<file path="config.mk">
export PLATFORM = sky130hd
export DESIGN_NAME = i2c_txn_ctrl_flat
export DESIGN_NICKNAME = d
export VERILOG_FILES = /design/src/rtl/i2c_pkg.sv /design/src/rtl/i2c_txn_ctrl_if.sv /design/src/rtl/i2c_txn_ctrl.sv /design/src/flat_wrapper.sv
export SDC_FILE = /design/constraint.sdc
export NUM_CORES = 1
export LEC_CHECK = 0
export BUFFER_PORTS_ARGS = -buffer_cell sky130_fd_sc_hd__buf_2
export CORE_MARGIN = 2
export CORE_UTILIZATION = 55
export CTS_BUF_LIST = sky130_fd_sc_hd__clkbuf_8
export DETAILED_ROUTE_END_ITERATION = 8
export PLACE_DENSITY = 0.87
export SYNTH_ARGS = -nofsm -noshare
export SYNTH_HDL_FRONTEND = slang
export SYNTH_SLANG_ARGS = --single-unit
</file>
<file path="constraint.sdc">
create_clock -name clk -period 2.45 [get_ports clk]
set_input_delay 0.3675 -clock clk [delete_from_list [all_inputs] [get_ports clk]]
set_output_delay 0.3675 -clock clk [all_outputs]
set_load 0.01 [all_outputs]
</file>
<file path="src/rtl/i2c_pkg.sv">
// Shared encodings for the I2C transaction sequencer: byte-engine opcodes,
// completion status codes and the sequencer state enumeration.
package i2c_pkg;

  typedef enum logic [1:0] {
    OP_START = 2'd0,
    OP_WRITE = 2'd1,
    OP_READ  = 2'd2,
    OP_STOP  = 2'd3
  } cmd_op_e;

  typedef enum logic [1:0] {
    ERR_OK        = 2'd0,
    ERR_ADDR_NACK = 2'd1,
    ERR_DATA_NACK = 2'd2,
    ERR_ABORT     = 2'd3
  } err_e;

  typedef enum logic [3:0] {
    S_IDLE   = 4'd0,
    S_START  = 4'd1,
    S_ADDR_W = 4'd2,
    S_REG    = 4'd3,
    S_WDATA  = 4'd4,
    S_RSTART = 4'd5,
    S_ADDR_R = 4'd6,
    S_RDATA  = 4'd7,
    S_STOP   = 4'd8,
    S_DONE   = 4'd9
  } state_e;

endpackage

</file>
<file path="src/rtl/i2c_txn_ctrl_if.sv">
// Bundle of request, write-stream, read-return and byte-engine signals of the
// transaction sequencer; master = requester/engine side, slave = sequencer.
interface i2c_txn_ctrl_if #(
  parameter int LEN_W = 4
) ();

  // Handshakes: a transfer happens on a cycle where valid && ready are both high.
  // A valid, once raised, holds its payload stable until that cycle. rd_valid,
  // done and rsp_valid are one-cycle pulses with no backpressure.
  logic             req_valid;
  logic             req_ready;
  logic             req_rw;
  logic [6:0]       req_dev;
  logic [7:0]       req_reg;
  logic [LEN_W-1:0] req_len;
  logic             abort;
  logic             wr_valid;
  logic             wr_ready;
  logic [7:0]       wr_data;
  logic             rd_valid;
  logic [7:0]       rd_data;
  logic             done;
  logic [1:0]       err;
  logic             cmd_valid;
  logic             cmd_ready;
  logic [1:0]       cmd_op;
  logic [7:0]       cmd_wdata;
  logic             cmd_nack;
  logic             rsp_valid;
  logic             rsp_nack;
  logic [7:0]       rsp_rdata;

  modport master (
    output req_valid, req_rw, req_dev, req_reg, req_len, abort,
    output wr_valid, wr_data, cmd_ready, rsp_valid, rsp_nack, rsp_rdata,
    input  req_ready, wr_ready, rd_valid, rd_data, done, err,
    input  cmd_valid, cmd_op, cmd_wdata, cmd_nack
  );

  modport slave (
    input  req_valid, req_rw, req_dev, req_reg, req_len, abort,
    input  wr_valid, wr_data, cmd_ready, rsp_valid, rsp_nack, rsp_rdata,
    output req_ready, wr_ready, rd_valid, rd_data, done, err,
    output cmd_valid, cmd_op, cmd_wdata, cmd_nack
  );

endinterface

</file>
<file path="src/rtl/i2c_txn_ctrl.sv">
// Register-oriented I2C transaction sequencer: turns one read/write request
// into the START/WRITE/READ/STOP byte-command stream and reports status.
module i2c_txn_ctrl
  import i2c_pkg::*;
#(
  parameter int LEN_W = 4
) (
  input  logic          clk,
  input  logic          reset_n,
  i2c_txn_ctrl_if.slave bus,
  output state_e        dbg_state_o
);

  state_e           state_q, state_d;
  logic             wait_q;
  logic             rw_q;
  logic [6:0]       dev_q;
  logic [7:0]       reg_q;
  logic [LEN_W-1:0] cnt_q, cnt_d;
  err_e             err_acc_q, err_d;
  logic             req_ready_q;
  logic             cmd_valid_q, issue_d;
  cmd_op_e          cmd_op_q, op_d;
  logic [7:0]       cmd_wdata_q, wdata_d;
  logic             cmd_nack_q, nack_d;
  logic             rd_valid_q;
  logic [7:0]       rd_data_q;
  logic             done_q;
  logic [1:0]       err_q;

  // Successor of a wait phase, applied when rsp_valid arrives. Any NACK or abort
  // falls through to the STOP defaults; NACK is tested first so it wins.
  always_comb begin
    state_d = S_STOP;
    op_d    = OP_STOP;
    wdata_d = cmd_wdata_q;
    nack_d  = 1'b0;
    err_d   = err_acc_q;
    cnt_d   = cnt_q;
    issue_d = 1'b1;
    case (state_q)
      S_START: begin
        if (bus.abort) err_d = ERR_ABORT;
        else begin state_d = S_ADDR_W; op_d = OP_WRITE; wdata_d = {dev_q, 1'b0}; end
      end
      S_ADDR_W: begin
        if (bus.rsp_nack)   err_d = ERR_ADDR_NACK;
        else if (bus.abort) err_d = ERR_ABORT;
        else begin state_d = S_REG; op_d = OP_WRITE; wdata_d = reg_q; end
      end
      S_REG: begin
        if (bus.rsp_nack)        err_d = ERR_DATA_NACK;
        else if (bus.abort)      err_d = ERR_ABORT;
        else if (cnt_q == '0)    state_d = S_STOP;
        else if (rw_q)           begin state_d = S_RSTART; op_d = OP_START; end
        else                     begin state_d = S_WDATA; op_d = OP_WRITE; issue_d = 1'b0; end
      end
      S_WDATA: begin
        cnt_d = cnt_q - LEN_W'(1);
        if (bus.rsp_nack)     err_d = ERR_DATA_NACK;
        else if (bus.abort)   err_d = ERR_ABORT;
        else if (cnt_d != '0) begin state_d = S_WDATA; op_d = OP_WRITE; issue_d = 1'b0; end
      end
      S_RSTART: begin
        if (bus.abort) err_d = ERR_ABORT;
        else begin state_d = S_ADDR_R; op_d = OP_WRITE; wdata_d = {dev_q, 1'b1}; end
      end
      S_ADDR_R: begin
        if (bus.rsp_nack)   err_d = ERR_ADDR_NACK;
        else if (bus.abort) err_d = ERR_ABORT;
        else begin state_d = S_RDATA; op_d = OP_READ; nack_d = (cnt_q == LEN_W'(1)); end
      end
      S_RDATA: begin
        cnt_d = cnt_q - LEN_W'(1);
        if (bus.abort)        err_d = ERR_ABORT;
        else if (cnt_d != '0) begin state_d = S_RDATA; op_d = OP_READ; nack_d = (cnt_d == LEN_W'(1)); end
      end
      S_STOP:  begin state_d = S_DONE; issue_d = 1'b0; end
      default: begin state_d = S_IDLE; issue_d = 1'b0; end
    endcase
  end

  always_ff @(posedge clk or negedge reset_n) begin
    if (!reset_n) begin
      state_q     <= S_IDLE;
      wait_q      <= 1'b0;
      rw_q        <= 1'b0;
      dev_q       <= '0;
      reg_q       <= '0;
      cnt_q       <= '0;
      err_acc_q   <= ERR_OK;
      req_ready_q <= 1'b1;
      cmd_valid_q <= 1'b0;
      cmd_op_q    <= OP_START;
      cmd_wdata_q <= '0;
      cmd_nack_q  <= 1'b0;
      rd_valid_q  <= 1'b0;
      rd_data_q   <= '0;
      done_q      <= 1'b0;
      err_q       <= '0;
    end else begin
      rd_valid_q <= 1'b0;
      done_q     <= 1'b0;
      case (state_q)
        S_IDLE: begin
          if (bus.req_valid) begin
            rw_q        <= bus.req_rw;
            dev_q       <= bus.req_dev;
            reg_q       <= bus.req_reg;
            cnt_q       <= bus.req_len;
            err_acc_q   <= ERR_OK;
            req_ready_q <= 1'b0;
            state_q     <= S_START;
            wait_q      <= 1'b0;
            cmd_valid_q <= 1'b1;
            cmd_op_q    <= OP_START;
            cmd_nack_q  <= 1'b0;
          end
        end
        S_DONE: begin
          state_q     <= S_IDLE;
          req_ready_q <= 1'b1;
        end
        default: begin
          if (!wait_q) begin
            if (cmd_valid_q) begin
              if (bus.cmd_ready) begin
                cmd_valid_q <= 1'b0;
                wait_q      <= 1'b1;
              end
            end else if (state_q == S_WDATA) begin
              // Data byte is captured here and consumed from the stream at the cmd handshake.
              if (bus.wr_valid) begin
                cmd_valid_q <= 1'b1;
                cmd_wdata_q <= bus.wr_data;
              end else if (bus.abort) begin
                err_acc_q   <= ERR_ABORT;
                state_q     <= S_STOP;
                cmd_valid_q <= 1'b1;
                cmd_op_q    <= OP_STOP;
                cmd_nack_q  <= 1'b0;
              end
            end
          end else if (bus.rsp_valid) begin
            wait_q      <= 1'b0;
            state_q     <= state_d;
            cmd_valid_q <= issue_d;
            cmd_op_q    <= op_d;
            cmd_wdata_q <= wdata_d;
            cmd_nack_q  <= nack_d;
            err_acc_q   <= err_d;
            cnt_q       <= cnt_d;
            if (state_q == S_RDATA) begin
              rd_valid_q <= 1'b1;
              rd_data_q  <= bus.rsp_rdata;
            end
            if (state_q == S_STOP) begin
              done_q <= 1'b1;
              err_q  <= err_acc_q;
            end
          end
        end
      endcase
    end
  end

  assign bus.req_ready = req_ready_q;
  assign bus.wr_ready  = (state_q == S_WDATA) && !wait_q && cmd_valid_q && bus.cmd_ready;
  assign bus.cmd_valid = cmd_valid_q;
  assign bus.cmd_op    = cmd_op_q;
  assign bus.cmd_wdata = cmd_wdata_q;
  assign bus.cmd_nack  = cmd_nack_q;
  assign bus.rd_valid  = rd_valid_q;
  assign bus.rd_data   = rd_data_q;
  assign bus.done      = done_q;
  assign bus.err       = err_q;
  assign dbg_state_o   = state_q;

endmodule

</file>
<file path="src/flat_wrapper.sv">
// flat-port wrapper written by rule: the top's interface ports become plain ports
module i2c_txn_ctrl_flat import i2c_pkg::*;
#(
  parameter int LEN_W = 4
)
  (clk, reset_n, dbg_state_o, bus_req_valid, bus_req_rw, bus_req_dev, bus_req_reg, bus_req_len, bus_abort, bus_wr_valid, bus_wr_data, bus_cmd_ready, bus_rsp_valid, bus_rsp_nack, bus_rsp_rdata, bus_req_ready, bus_wr_ready, bus_rd_valid, bus_rd_data, bus_done, bus_err, bus_cmd_valid, bus_cmd_op, bus_cmd_wdata, bus_cmd_nack);
  i2c_txn_ctrl_if #(.LEN_W(LEN_W)) bus_i ();
  input  logic clk;
  input  logic reset_n;
  output state_e dbg_state_o;
  input wire logic [$bits(bus_i.req_valid)-1:0] bus_req_valid;
  input wire logic [$bits(bus_i.req_rw)-1:0] bus_req_rw;
  input wire logic [$bits(bus_i.req_dev)-1:0] bus_req_dev;
  input wire logic [$bits(bus_i.req_reg)-1:0] bus_req_reg;
  input wire logic [$bits(bus_i.req_len)-1:0] bus_req_len;
  input wire logic [$bits(bus_i.abort)-1:0] bus_abort;
  input wire logic [$bits(bus_i.wr_valid)-1:0] bus_wr_valid;
  input wire logic [$bits(bus_i.wr_data)-1:0] bus_wr_data;
  input wire logic [$bits(bus_i.cmd_ready)-1:0] bus_cmd_ready;
  input wire logic [$bits(bus_i.rsp_valid)-1:0] bus_rsp_valid;
  input wire logic [$bits(bus_i.rsp_nack)-1:0] bus_rsp_nack;
  input wire logic [$bits(bus_i.rsp_rdata)-1:0] bus_rsp_rdata;
  output wire logic [$bits(bus_i.req_ready)-1:0] bus_req_ready;
  output wire logic [$bits(bus_i.wr_ready)-1:0] bus_wr_ready;
  output wire logic [$bits(bus_i.rd_valid)-1:0] bus_rd_valid;
  output wire logic [$bits(bus_i.rd_data)-1:0] bus_rd_data;
  output wire logic [$bits(bus_i.done)-1:0] bus_done;
  output wire logic [$bits(bus_i.err)-1:0] bus_err;
  output wire logic [$bits(bus_i.cmd_valid)-1:0] bus_cmd_valid;
  output wire logic [$bits(bus_i.cmd_op)-1:0] bus_cmd_op;
  output wire logic [$bits(bus_i.cmd_wdata)-1:0] bus_cmd_wdata;
  output wire logic [$bits(bus_i.cmd_nack)-1:0] bus_cmd_nack;
  assign bus_i.req_valid = bus_req_valid;
  assign bus_i.req_rw = bus_req_rw;
  assign bus_i.req_dev = bus_req_dev;
  assign bus_i.req_reg = bus_req_reg;
  assign bus_i.req_len = bus_req_len;
  assign bus_i.abort = bus_abort;
  assign bus_i.wr_valid = bus_wr_valid;
  assign bus_i.wr_data = bus_wr_data;
  assign bus_i.cmd_ready = bus_cmd_ready;
  assign bus_i.rsp_valid = bus_rsp_valid;
  assign bus_i.rsp_nack = bus_rsp_nack;
  assign bus_i.rsp_rdata = bus_rsp_rdata;
  assign bus_req_ready = bus_i.req_ready;
  assign bus_wr_ready = bus_i.wr_ready;
  assign bus_rd_valid = bus_i.rd_valid;
  assign bus_rd_data = bus_i.rd_data;
  assign bus_done = bus_i.done;
  assign bus_err = bus_i.err;
  assign bus_cmd_valid = bus_i.cmd_valid;
  assign bus_cmd_op = bus_i.cmd_op;
  assign bus_cmd_wdata = bus_i.cmd_wdata;
  assign bus_cmd_nack = bus_i.cmd_nack;
  i2c_txn_ctrl #(.LEN_W(LEN_W)) u_core (.clk(clk), .reset_n(reset_n), .bus(bus_i), .dbg_state_o(dbg_state_o));
endmodule
</file>
Yosys cells after proc, flatten, opt, wreduce, memory -nomap -nowiden
Cells that the tools add are included.
{"block": "word_totals", "input_bits": 44, "output_inout_bits": 30, "word_cells": 195, "reg_bits": 52}
{"block": "classes", "reduce_logical": 35, "n_eq_ne": 26, "add_sub_neg": 1, "bitwise": 2, "mux": 115}
{"op": "$mux W4", "count": 25}
{"op": "$mux W8", "count": 9}
{"op": "$mux W2", "count": 25}
{"op": "$mux W1", "count": 42}
{"op": "$pmux W4 S8", "count": 1}
{"op": "$pmux W8 S3", "count": 1}
{"op": "$eq A4 B3 Y1 const B", "count": 4}
{"op": "$pmux W4 S2", "count": 2}
{"op": "$ne A3 B3 Y1 const B", "count": 5}
{"op": "$reduce_and A7 Y1", "count": 2}
{"op": "$eq A4 B1 Y1 const B", "count": 3}
{"op": "$pmux W2 S6", "count": 1}
{"op": "$reduce_bool A2 Y1", "count": 6}
{"op": "$reduce_bool A4 Y1", "count": 3}
{"op": "$pmux W1 S2", "count": 5}
{"op": "$reduce_and A10 Y1", "count": 1}
{"op": "$reduce_or A2 Y1", "count": 5}
{"op": "$eq A4 B2 Y1 const B", "count": 2}
{"op": "$eq A4 B4 Y1 const B", "count": 2}
{"op": "$logic_not A4 Y1", "count": 2}
{"op": "$ne A4 B4 Y1 const B", "count": 2}
{"op": "$pmux W2 S2", "count": 2}
{"op": "$reduce_and A4 Y1", "count": 2}
{"op": "$pmux W2 S3", "count": 1}
{"op": "other kinds (19)", "count": 26}

Longest topological paths before layout
Gate-level depths: netlist of the first run.
{"block": "logic_depth", "word_depth": 9, "ltp_mapped": 7, "ltp_nobuf": 7}

Least setup slack after synthesis of the first run
Ideal clock, no wire load.
{"block": "synth_timing", "path_type": "register -> register", "from": "reg u_core.state_q[0], in the netlist u_core.dbg_state_o[0]", "to": "reg u_core.state_q[2], in the netlist u_core.dbg_state_o[2]", "setup_time_ns": 0.082, "arrival_time_ns": 2.011, "stages_incl_launch_ff": 8, "synth_period_minus_slack_ns": 2.093, "t_required_ns": 2.368, "path_slack_ns": 0.357, "n_path_buf": 2, "path_cell_list": "dfrtp_1 buf_6 or4b_1 buf_2 o31ai_4 o221ai_2 mux2_4 a31oi_1"}
{"block": "synth_via", "elab_chain_len": 5, "elab_cells_between_ends": 21, "cone_classes": "eq/ne: 13; mux: 4; reduce/logical: 4"}
{"element": "start, declared", "line_no": "i2c_txn_ctrl.sv:14", "text": "state_e state_q, state_d;"}
{"element": "start signal, assigned", "line_no": "i2c_txn_ctrl.sv:146", "text": "state_q <= state_d;"}
{"element": "$eq A4 B4 Y1, or another cell as far along", "line_no": "i2c_txn_ctrl.sv:41", "text": "case (state_q)"}
{"element": "$pmux W4 S8", "line_no": "i2c_txn_ctrl.sv:41"}
{"element": "$mux W4", "line_no": "i2c_txn_ctrl.sv:144", "text": "end else if (bus.rsp_valid) begin"}
{"element": "$mux W4", "line_no": "i2c_txn_ctrl.sv:125", "text": "if (!wait_q) begin"}
{"element": "$pmux W4 S2", "line_no": "i2c_txn_ctrl.sv:104", "text": "case (state_q)"}
Parallel ways exist; a longest one is shown, timed or not. The select of a mux whose other input is x is not followed.
A chain may end at the register's enable or synchronous reset.

Final worst setup path of the first run
{"block": "layout_timing", "from": "reg u_core.state_q[3], in the netlist u_core.dbg_state_o[3]", "to": "out bus_wr_ready"}
{"block": "layout_via", "elab_chain_len": 4}
{"element": "$eq A4 B3 Y1", "line_no": "i2c_txn_ctrl.sv:168", "text": "assign bus.wr_ready = (state_q == S_WDATA) && !wait_q && cmd_valid_q && bus.cmd_ready;"}
{"element": "$logic_and A1 B1 Y1 (3 in a row)", "line_no": "i2c_txn_ctrl.sv:168"}
{"element": "end, declared", "line_no": "flat_wrapper.sv:24", "text": "output wire logic [$bits(bus_i.wr_ready)-1:0] bus_wr_ready;"}
Every way passes these cells.

==> flow_metrics.tcl, run 1 <==
set metrics [dict create \
    status "completed" \
    crit_fanout 13 \
    peakVddDrop_uv 649 \
    cts_hold_buf 0 \
    path_clk_slew_ns 0.10 \
    rsz0062_at_grt "no" \
    internal_power_mw 2.53 \
    dieArea_sq_um 6060 \
    grt_util_all_layers 0.262 \
    tightest_slew_ns 0.712 \
    final-setup-viol-count 0 \
    ant_nets 0 \
    drt_iter0_drc 339 \
    layout_common_cells "buf_2, dfrtp_1, mux2_2" \
    period_needed_ns 2.26 \
    maxSlewHeadroom 0.520 \
    num_vias 2724 \
    drt_drc_violations_left 0 \
    multi_input_area_sq_um 1590 \
    p_leak_nw 1.72 \
    cts.htree.levels 2 \
    ys_types 59 \
    cts_sinks 52 \
    yosysSeqAreaShare 0.435 \
    crit_start "u_core.dbg_state_o[3]" \
    die_h_um 77.8 \
    whs_ns 0.0387 \
    wl_per_cell_um 17.1 \
    utilization 0.706 \
    switching_share 0.393 \
    num-nets-final 428 \
    root_buffer "clkbuf_8" \
    grt_max_degree 30 \
    vias_per_cell 6.05 \
    worst_slack_ns 0.186 \
    start_util 0.579 \
    grt_pass1_vias 2560 \
    cts_tree "done" \
    cts_max_path_buffers 2 \
    antenna_found_initial 0 \
    fmax_mhz 442 \
    fp.dieW_um 77.8 \
    fillers 382 \
    cp.required_ns 2.08 \
    place.gp.congestion 0.993 \
    synth_edf_count 0 \
    insertion_delay_ns 0.30 \
    finalPower_mw 4.17 \
    numCtsBuffers 5 \
    powerDensity_nw_per_um2 1140 \
    crit_path_start_kind "flip-flop" \
    yosys_warnings 0 \
    criticalPathCategory "reg -> out" \
    seq_area_sq_um 1300 \
    rows 26 \
    min_period_over_period 0.924 \
    synth_flop_cell "dfrtp_1" \
    dr.pass1.iters 5 \
    finalSetupTns_ns 0 \
    p_clk_frac 0.162 \
    place_hpwl_um 5850 \
    syn_to_final_growth_pct 21.9 \
    hold_viol_final 0 \
    final_common_cell "buf_2" \
    slew_viol_final 0 \
    cap_violations 0 \
    syn_area_sq_um 3000 \
    portBuffers 73 \
    finClkSkew_ns 0.0107 \
    synth_top_area_share 0.426 \
    avgSynthCellArea_sq_um 10.1 \
    seq_power_share 0.349 \
    synth.area.top_cells "dfrtp_1, mux2_2, nor2_1" \
    drive_gt1_frac 0.397 \
    p_comb_frac 0.490 \
    wl_um 7710 \
    p_sw_mw 1.64 \
    synthArstFlopShare 1.00 \
    synth_top_cell_by_area "dfrtp_1" \
    worstSetupEndpointType "output port" \
    hp-class "in -> async" \
    dp_slack_ns 0.203 \
    coreArea_sq_um 5170 \
    syn-instance-count 297 \
    ios 74 \
    worstReg2RegStart "u_core.dbg_state_o[3]" \
    cp.arrival_ns 1.90 \
    grt_first_pass_wirelength_um 12500 \
    postCtsSetupBuffers 0 \
    ys_ff_latch 52 \
    grt-ovfl-total 0 \
    antenna_cells 0 \
    syn_nets 345 \
]
==> routing by layer <==
layer,vias to the layer above,GRT usage,part of all wire
li1,1273,-,-
met1,1299,0.358,0.42
met2,138,0.427,0.49
met3,14,0.0488,0.065
met4,0,0.0750,0.018
met5,-,0,0
==> critical path, stage by stage, from the launching register on <==
cell	delay, ns
dfrtp_1	0.52
or4b_1	0.70
nor3_1	0.21
buf_2	0.17
==> power groups by stage <==
stage	clock network, mW	logic, mW	registers (mW)
final	0.675	2.04	1.46
after detailed placement	0	2.02	1.46
after CTS	0.687	2.02	1.45
after global placement	0	1.97	1.44
after floorplan	0	1.37	1.43
after global routing	0.718	2.23	1.50
==> sequential cells by signal, summed over array words and instances (netlist names) <==
signal / flops
u_core.bus.cmd_nack: 1
u_core.wait_q: 1
u_core.reg_q: 8
u_core.dbg_state_o: 4
u_core.err_acc_q: 2
u_core.bus.err: 2
u_core.rw_q: 1
u_core.bus.cmd_op: 2
u_core.bus.done: 1
u_core.bus.rd_valid: 1
u_core.bus.cmd_wdata: 8
u_core.bus.req_ready: 1
u_core.bus.cmd_valid: 1
u_core.bus.rd_data: 8
u_core.dev_q: 7
u_core.cnt_q: 4
==> layout make-up <==
| class | instances | share of cell area |
|---|---|---|
| multi-input cells | 220 | 0.435 |
| flip-flops and latches | 52 | 0.357 |
| repair buffers | 93 | 0.141 |
| well taps | 70 | 0.0240 |
| clock buffers | 5 | 0.0188 |
| clock inverters | 2 | 0.0164 |
| inverters | 8 | 0.00822 |
==> synthesized netlist by cell type (all sizes together) (3+ instances only) <==
cell type	count
a31oi	4
nor3	10
ha	4
or4	3
o211ai	5
nand2	16
a21oi	20
nor2b	7
dfrtp	51
mux2	36
nand3	11
nand4	4
or2	3
mux2i	7
buf	7
a22o	5
nor2	26
inv	8
clkbuf	10
o21ai	16
and3	3
==> through the flow <==
stage | std cells | area (sq um)
global route | 450 | 3650
detailed placement | 443 | 3520
floorplan | 297 | 3000
CTS | 450 | 3650
global placement | 443 | 3520
finish | 450 | 3650
==> cells by family (layout without fill, tap and decap cells) <==
logic type	count (synthesis)	after routing	share of synthesized area
AOI/OAI and AO/OA	74	74	0.173
xor gates and xnor gates	1	1	0.00292
adders and majority gates	4	4	0.0167
buffers and inverters	25	108	0.0359
DFF	52	52	0.435
muxes	43	43	0.160
and+or+nand+nor	98	98	0.177
==> path summary, 6_finish.rpt <==
path | endpoint | slack [ns] | depth (start not counted)
min in group clk | u_core.bus.rd_data[1] | 0.30 | 2
setup reg to reg | u_core.dbg_state_o[2] | 0.20 | 5
setup / recovery | bus_wr_ready | 0.19 | 3
hold reg to reg | u_core.bus.rd_data[6] | 0.51 | 1
hold / removal | u_core.bus.done | 0.04 | 2
max in group asynchronous | u_core.bus.req_ready | 2.06 | 2
==> repair_timing <==
item	4_1_cts	5_1_grt
setup endpoints to repair	0	2
hold endpoints to repair	0	0
resized for setup	0	1
Note: power is estimated with default switching activity, not from simulation.
==> run 2, diff against run 1 <==
--- a/config.mk
+++ b/config.mk
@@ -11,6 +11,7 @@
 export CTS_BUF_LIST = sky130_fd_sc_hd__clkbuf_8
 export DETAILED_ROUTE_END_ITERATION = 8
 export PLACE_DENSITY = 0.87
+export SKIP_CTS_REPAIR_TIMING = 1
 export SYNTH_ARGS = -nofsm -noshare
 export SYNTH_HDL_FRONTEND = slang
 export SYNTH_SLANG_ARGS = --single-unit
==> constraint.sdc (replaced) <==
create_clock -name clk -period 2.45 [get_ports clk]
set_input_delay 0.49 -clock clk [delete_from_list [all_inputs] [get_ports clk]]
set_output_delay 0.49 -clock clk [all_outputs]
set_load 0.01 [all_outputs]
==> run 2 against run 1 <==
Power shrank 1.7%. Largest power group unchanged. Setup slack lost 0.055 ns. Worst hold slack gained 0.13 ns. Die area is the same. Sequential power is essentially flat. Largest cell class unchanged.
==> flow_metrics.tcl, run 2 (synthesis results as in run 1) <==
set metrics [dict create \
    status "completed" \
    antenna_found_initial 0 \
    grt_pass1_vias 2669 \
    peakVddDrop_uv 704 \
    cap_violations 0 \
    ios 74 \
    slew_viol_final 0 \
    ant_nets 0 \
    wl_um 7810 \
    crit_buf_inv 1 \
    place.gp.congestion 1.02 \
    worst_slack_ns 0.130 \
    vias_per_cell 6.06 \
    final-setup-viol-count 0 \
    fmax_mhz 431 \
    portBuffers 73 \
    grt_util_all_layers 0.265 \
    criticalPathCategory "reg -> out" \
    coreArea_sq_um 5170 \
    numCtsBuffers 5 \
    crit_path_start_kind "flip-flop" \
    cts_sinks 52 \
    start_util 0.579 \
    path_clk_slew_ns 0.11 \
    dr_wl_met3_um 564 \
    maxSlewHeadroom 0.489 \
    dieArea_sq_um 6060 \
    cp.required_ns 1.96 \
    wl_per_cell_um 17.5 \
    finalSetupTns_ns 0 \
    powerDensity_nw_per_um2 1130 \
    whs_ns 0.171 \
    die_h_um 77.8 \
    cp.arrival_ns 1.83 \
    layout_common_cells "buf_2, dfrtp_1, mux2_2" \
    rows 26 \
    crit_path_top_delay_cell "or4b_1" \
    num-nets-final 424 \
    place_hpwl_um 5670 \
    cts.htree.levels 2 \
    fp.dieW_um 77.8 \
    rsz0062_at_grt "no" \
    grt_first_pass_wirelength_um 12800 \
    insertion_delay_ns 0.31 \
    cts_tree "done" \
    placed_cell_area_sq_um 3500 \
    top_layer "met4" \
    worstSetupEndpointType "output port" \
    finClkSkew_ns 0.0102 \
    crit_path_cell_trace "or4b_1 > nor3_1 > buf_2" \
    grt_max_degree 29 \
    wl_met1_um 3200 \
    dp_slack_ns 0.224 \
    num_vias 2707 \
    root_buffer "clkbuf_8" \
    postLayoutCellArea_sq_um 3620 \
    min_period_over_period 0.947 \
    syn_to_final_growth_pct 21.0 \
    cts_max_path_buffers 2 \
    drt_iter0_drc 354 \
    hold_viol_final 0 \
    p_leak_nw 1.70 \
    max_stage_delay_ns 0.75 \
    grt-ovfl-total 0 \
    antenna_cells 0 \
    period_needed_ns 2.32 \
    hp-class "in -> async" \
    drt_drc_violations_left 0 \
    drive_gt1_frac 0.393 \
    tightest_slew_ns 0.759 \
    crit_fanout 7 \
    dr.pass1.iters 5 \
    utilization 0.701 \
    final_common_cell "buf_2" \
    critPathTopFamily "simple AND/OR/NAND/NOR gates" \
    wl_met2_um 3840 \
]
run 2: cell types whose count changed in the layout (fill, tap and decap cells not counted), sizes merged:
cell | previous run | this run
buf | 93 | 89
inv | 8 | 10
bufinv | 2 | 1
run 2: report_power, final:
group | internal (mW) | total (mW) | switching, mW
clock | 0.316 | 0.631 | 0.315
sequential | 1.19 | 1.44 | 0.254
combinational | 0.921 | 2.03 | 1.11
run 2: worst paths after layout:
check,slack [ns],depth (start not counted),endpoint,from
max in group asynchronous,1.72,2,u_core.bus.rd_data[0],reset_n
min in group clk,0.40,2,u_core.dev_q[0],bus_req_dev[0]
worst min register to register,0.51,1,u_core.reg_q[0],u_core.reg_q[0]
worst max-delay path,0.13,3,bus_wr_ready,u_core.dbg_state_o[0]
worst min-delay path,0.17,1,u_core.dbg_state_o[2],reset_n
worst max register to register,0.15,7,u_core.dbg_state_o[1],u_core.cnt_q[0]
run 2: cell type report:
class | count | area (sq um)
multi-input cells | 220 | 1590
fillers | 406 | 1550
flip-flops and latches | 52 | 1300
repair buffers | 89 | 498
well taps | 70 | 87.6
clock buffers | 5 | 68.8
clock inverters | 3 | 50.0
inverters | 8 | 30.0
run 2: metrics by stage:
stage	std cells	total power, mW
2_1_floorplan	297	2.81
3_3_place_gp	439	3.37
3_5_place_dp	439	3.44
4_1_cts	447	4.08
5_1_grt	447	4.36
6_report	447	4.10
run 2: routing by layer:
metal / GRT usage / vias up
met4: 0.116 / 0
li1: - / 1261
met2: 0.427 / 133
met3: 0.0430 / 22
met5: 0 / -
met1: 0.352 / 1291
==> run 3, diff against run 2 <==
--- a/config.mk
+++ b/config.mk
@@ -6,11 +6,13 @@
 export NUM_CORES = 1
 export LEC_CHECK = 0
 export BUFFER_PORTS_ARGS = -buffer_cell sky130_fd_sc_hd__buf_2
+export CORE_ASPECT_RATIO = 0.9
 export CORE_MARGIN = 2
-export CORE_UTILIZATION = 55
+export CORE_UTILIZATION = 50
 export CTS_BUF_LIST = sky130_fd_sc_hd__clkbuf_8
 export DETAILED_ROUTE_END_ITERATION = 8
-export PLACE_DENSITY = 0.87
+export GPL_TIMING_DRIVEN = 0
+export PLACE_DENSITY = 0.84
 export SKIP_CTS_REPAIR_TIMING = 1
 export SYNTH_ARGS = -nofsm -noshare
 export SYNTH_HDL_FRONTEND = slang
==> constraint.sdc (replaced) <==
create_clock -name clk -period 2.1 [get_ports clk]
set_input_delay 0.42 -clock clk [delete_from_list [all_inputs] [get_ports clk]]
set_output_delay 0.42 -clock clk [all_outputs]
set_load 0.01 [all_outputs]
==> run 3 against run 2 <==
The run now ends with negative setup slack left. Largest cell class unchanged. Clock power decreased by 3%. Final cell count increased by 4.3%. Design area increased by 8.9%. Largest power group unchanged. Critical path depth increased by 2. Non-clock buffer count increased by 19. Global-route usage decreased by 1.5 points. Flip-flop and latch count unchanged. Utilization decreased by 1.1 points. Via count increased by 6.4%. Die area increased by 9.5%.
==> flow_metrics.tcl, run 3 (synthesis results as in run 1) <==
set metrics [dict create \
    worstSetupEndpointType "output port" \
    drt_drc_violations_left 0 \
    criticalPathCategory "reg -> out" \
    peakVddDrop_uv 879 \
    slew_viol_final 0 \
    drive_gt1_frac 0.470 \
    fmax_mhz 449 \
    syn_to_final_growth_pct 31.8 \
    crit_path_cell_trace "buf_6 > or4b_4 > buf_8 > nor3_4 > buf_2" \
    antenna_found_initial 0 \
    grt_util_all_layers 0.250 \
    maxSlewHeadroom 0.222 \
    tightest_slew_ns 1.17 \
    dieArea_sq_um 6630 \
    hp-class "in -> async" \
    numCtsBuffers 5 \
    worstReg2RegStart "u_core.dbg_state_o[0]" \
    period_needed_ns 2.23 \
    fp.dieW_um 85.6 \
    finalSetupTns_ns -1.06 \
    rsz0062_at_grt "yes" \
    cp.arrival_ns 1.81 \
    crit_fanout 5 \
    grt_max_degree 53 \
    root_buffer "clkbuf_8" \
    drt_iter0_drc 458 \
    final-setup-viol-count 14 \
    path_clk_slew_ns 0.11 \
    cts_max_path_buffers 2 \
    finClkSkew_ns 0.00974 \
    wl_per_cell_um 18.9 \
    grt-ovfl-total 0 \
    cts_tree "done" \
    insertion_delay_ns 0.32 \
    place_hpwl_um 5860 \
    dr.pass1.iters 5 \
    r2r_cells 9 \
    die_h_um 77.4 \
    antenna_cells 0 \
    portBuffers 72 \
    rrSetupSlack_ns -0.12 \
    num_vias 2880 \
    ant_nets 0 \
    dp_slack_ns -0.317 \
    vias_per_cell 6.18 \
    hold_viol_final 0 \
    r2r-end "u_core.err_acc_q[1]" \
    fillers 444 \
    final_cells 466 \
    worst_slack_ns -0.129 \
    dp.cells 439 \
    layout_common_cells "buf_2, dfrtp_1, mux2_2" \
    coreArea_sq_um 5730 \
    rows 26 \
    wl_um 8790 \
    violations "negative setup slack" \
    cp.required_ns 1.68 \
    cts.htree.levels 2 \
    ios 74 \
    grt_pass1_vias 2656 \
    p_leak_nw 1.82 \
    num-nets-final 443 \
    powerDensity_nw_per_um2 1330 \
    status "finished with violations" \
    grt_first_pass_wirelength_um 13200 \
    final_common_cell "buf_2" \
    cap_violations 0 \
    place.gp.congestion 0.968 \
    min_period_over_period 1.06 \
    max_stage_delay_ns 0.53 \
    cts_sinks 52 \
    crit_path_start_kind "flip-flop" \
    crit_path_top_delay_cell "or4b_4" \
    start_util 0.523 \
]
run 3: where the power goes:
part	internal (mW)	switching, mW
Sequential	1.39	0.283
Clock	0.238	0.375
Combinational	1.39	1.59
Total	3.01	2.24
run 3: worst max-delay path by stage:
stage | startpoint | to | cells after the start
after CTS | u_core.dbg_state_o[3] | u_core.bus.cmd_wdata[4] | 7
after global routing | u_core.dbg_state_o[0] | bus_wr_ready | 5
after detailed placement | u_core.dbg_state_o[3] | u_core.bus.cmd_wdata[3] | 7
final | u_core.dbg_state_o[0] | bus_wr_ready | 5
after floorplan | u_core.dbg_state_o[0] | u_core.dbg_state_o[2] | 7
after global placement | u_core.dbg_state_o[1] | u_core.dbg_state_o[3] | 7
run 3: layer usage:
layer	vias to the layer above	track usage	wire (um)
met1	1382	0.349	3610
met3	28	0.0500	719
met2	178	0.391	4270
met5	-	0	0
met4	0	0.0810	184
li1	1292	-	-
run 3: worst max-delay path: cells and delay by family (launching register included):
family	cells	cell delay (ns)
buffers and inverters	3	0.44
flip-flops	1	0.40
AND/OR/NAND/NOR	2	0.64
run 3: cell type report:
cell class,instances,area [sq um],area share
Inverter,8,30.0,0.00760
Tap cell,70,87.6,0.0222
Sequential cell,52,1310,0.331
Multi-Input combinational cell,220,1790,0.453
Clock buffer,5,68.8,0.0174
Buffer,16,104,0.0263
Timing Repair Buffer,92,543,0.138
Clock inverter,3,21.3,0.00539
run 3: per-stage QoR:
| step | hold slack (ns) | power (mW) | utilization | area (sq um) |
|---|---|---|---|---|
| 6_report | 0.321 | 5.25 | 0.690 | 3950 |
| 5_1_grt | 0.324 | 5.57 | 0.690 | 3950 |
| 4_1_cts | 0.325 | 4.58 | 0.617 | 3530 |
| 3_5_place_dp | 0.489 | 3.97 | 0.602 | 3440 |
| 3_3_place_gp | 0.482 | 3.89 | 0.602 | 3440 |
| 2_1_floorplan | 0.124 | 3.27 | - | 3000 |
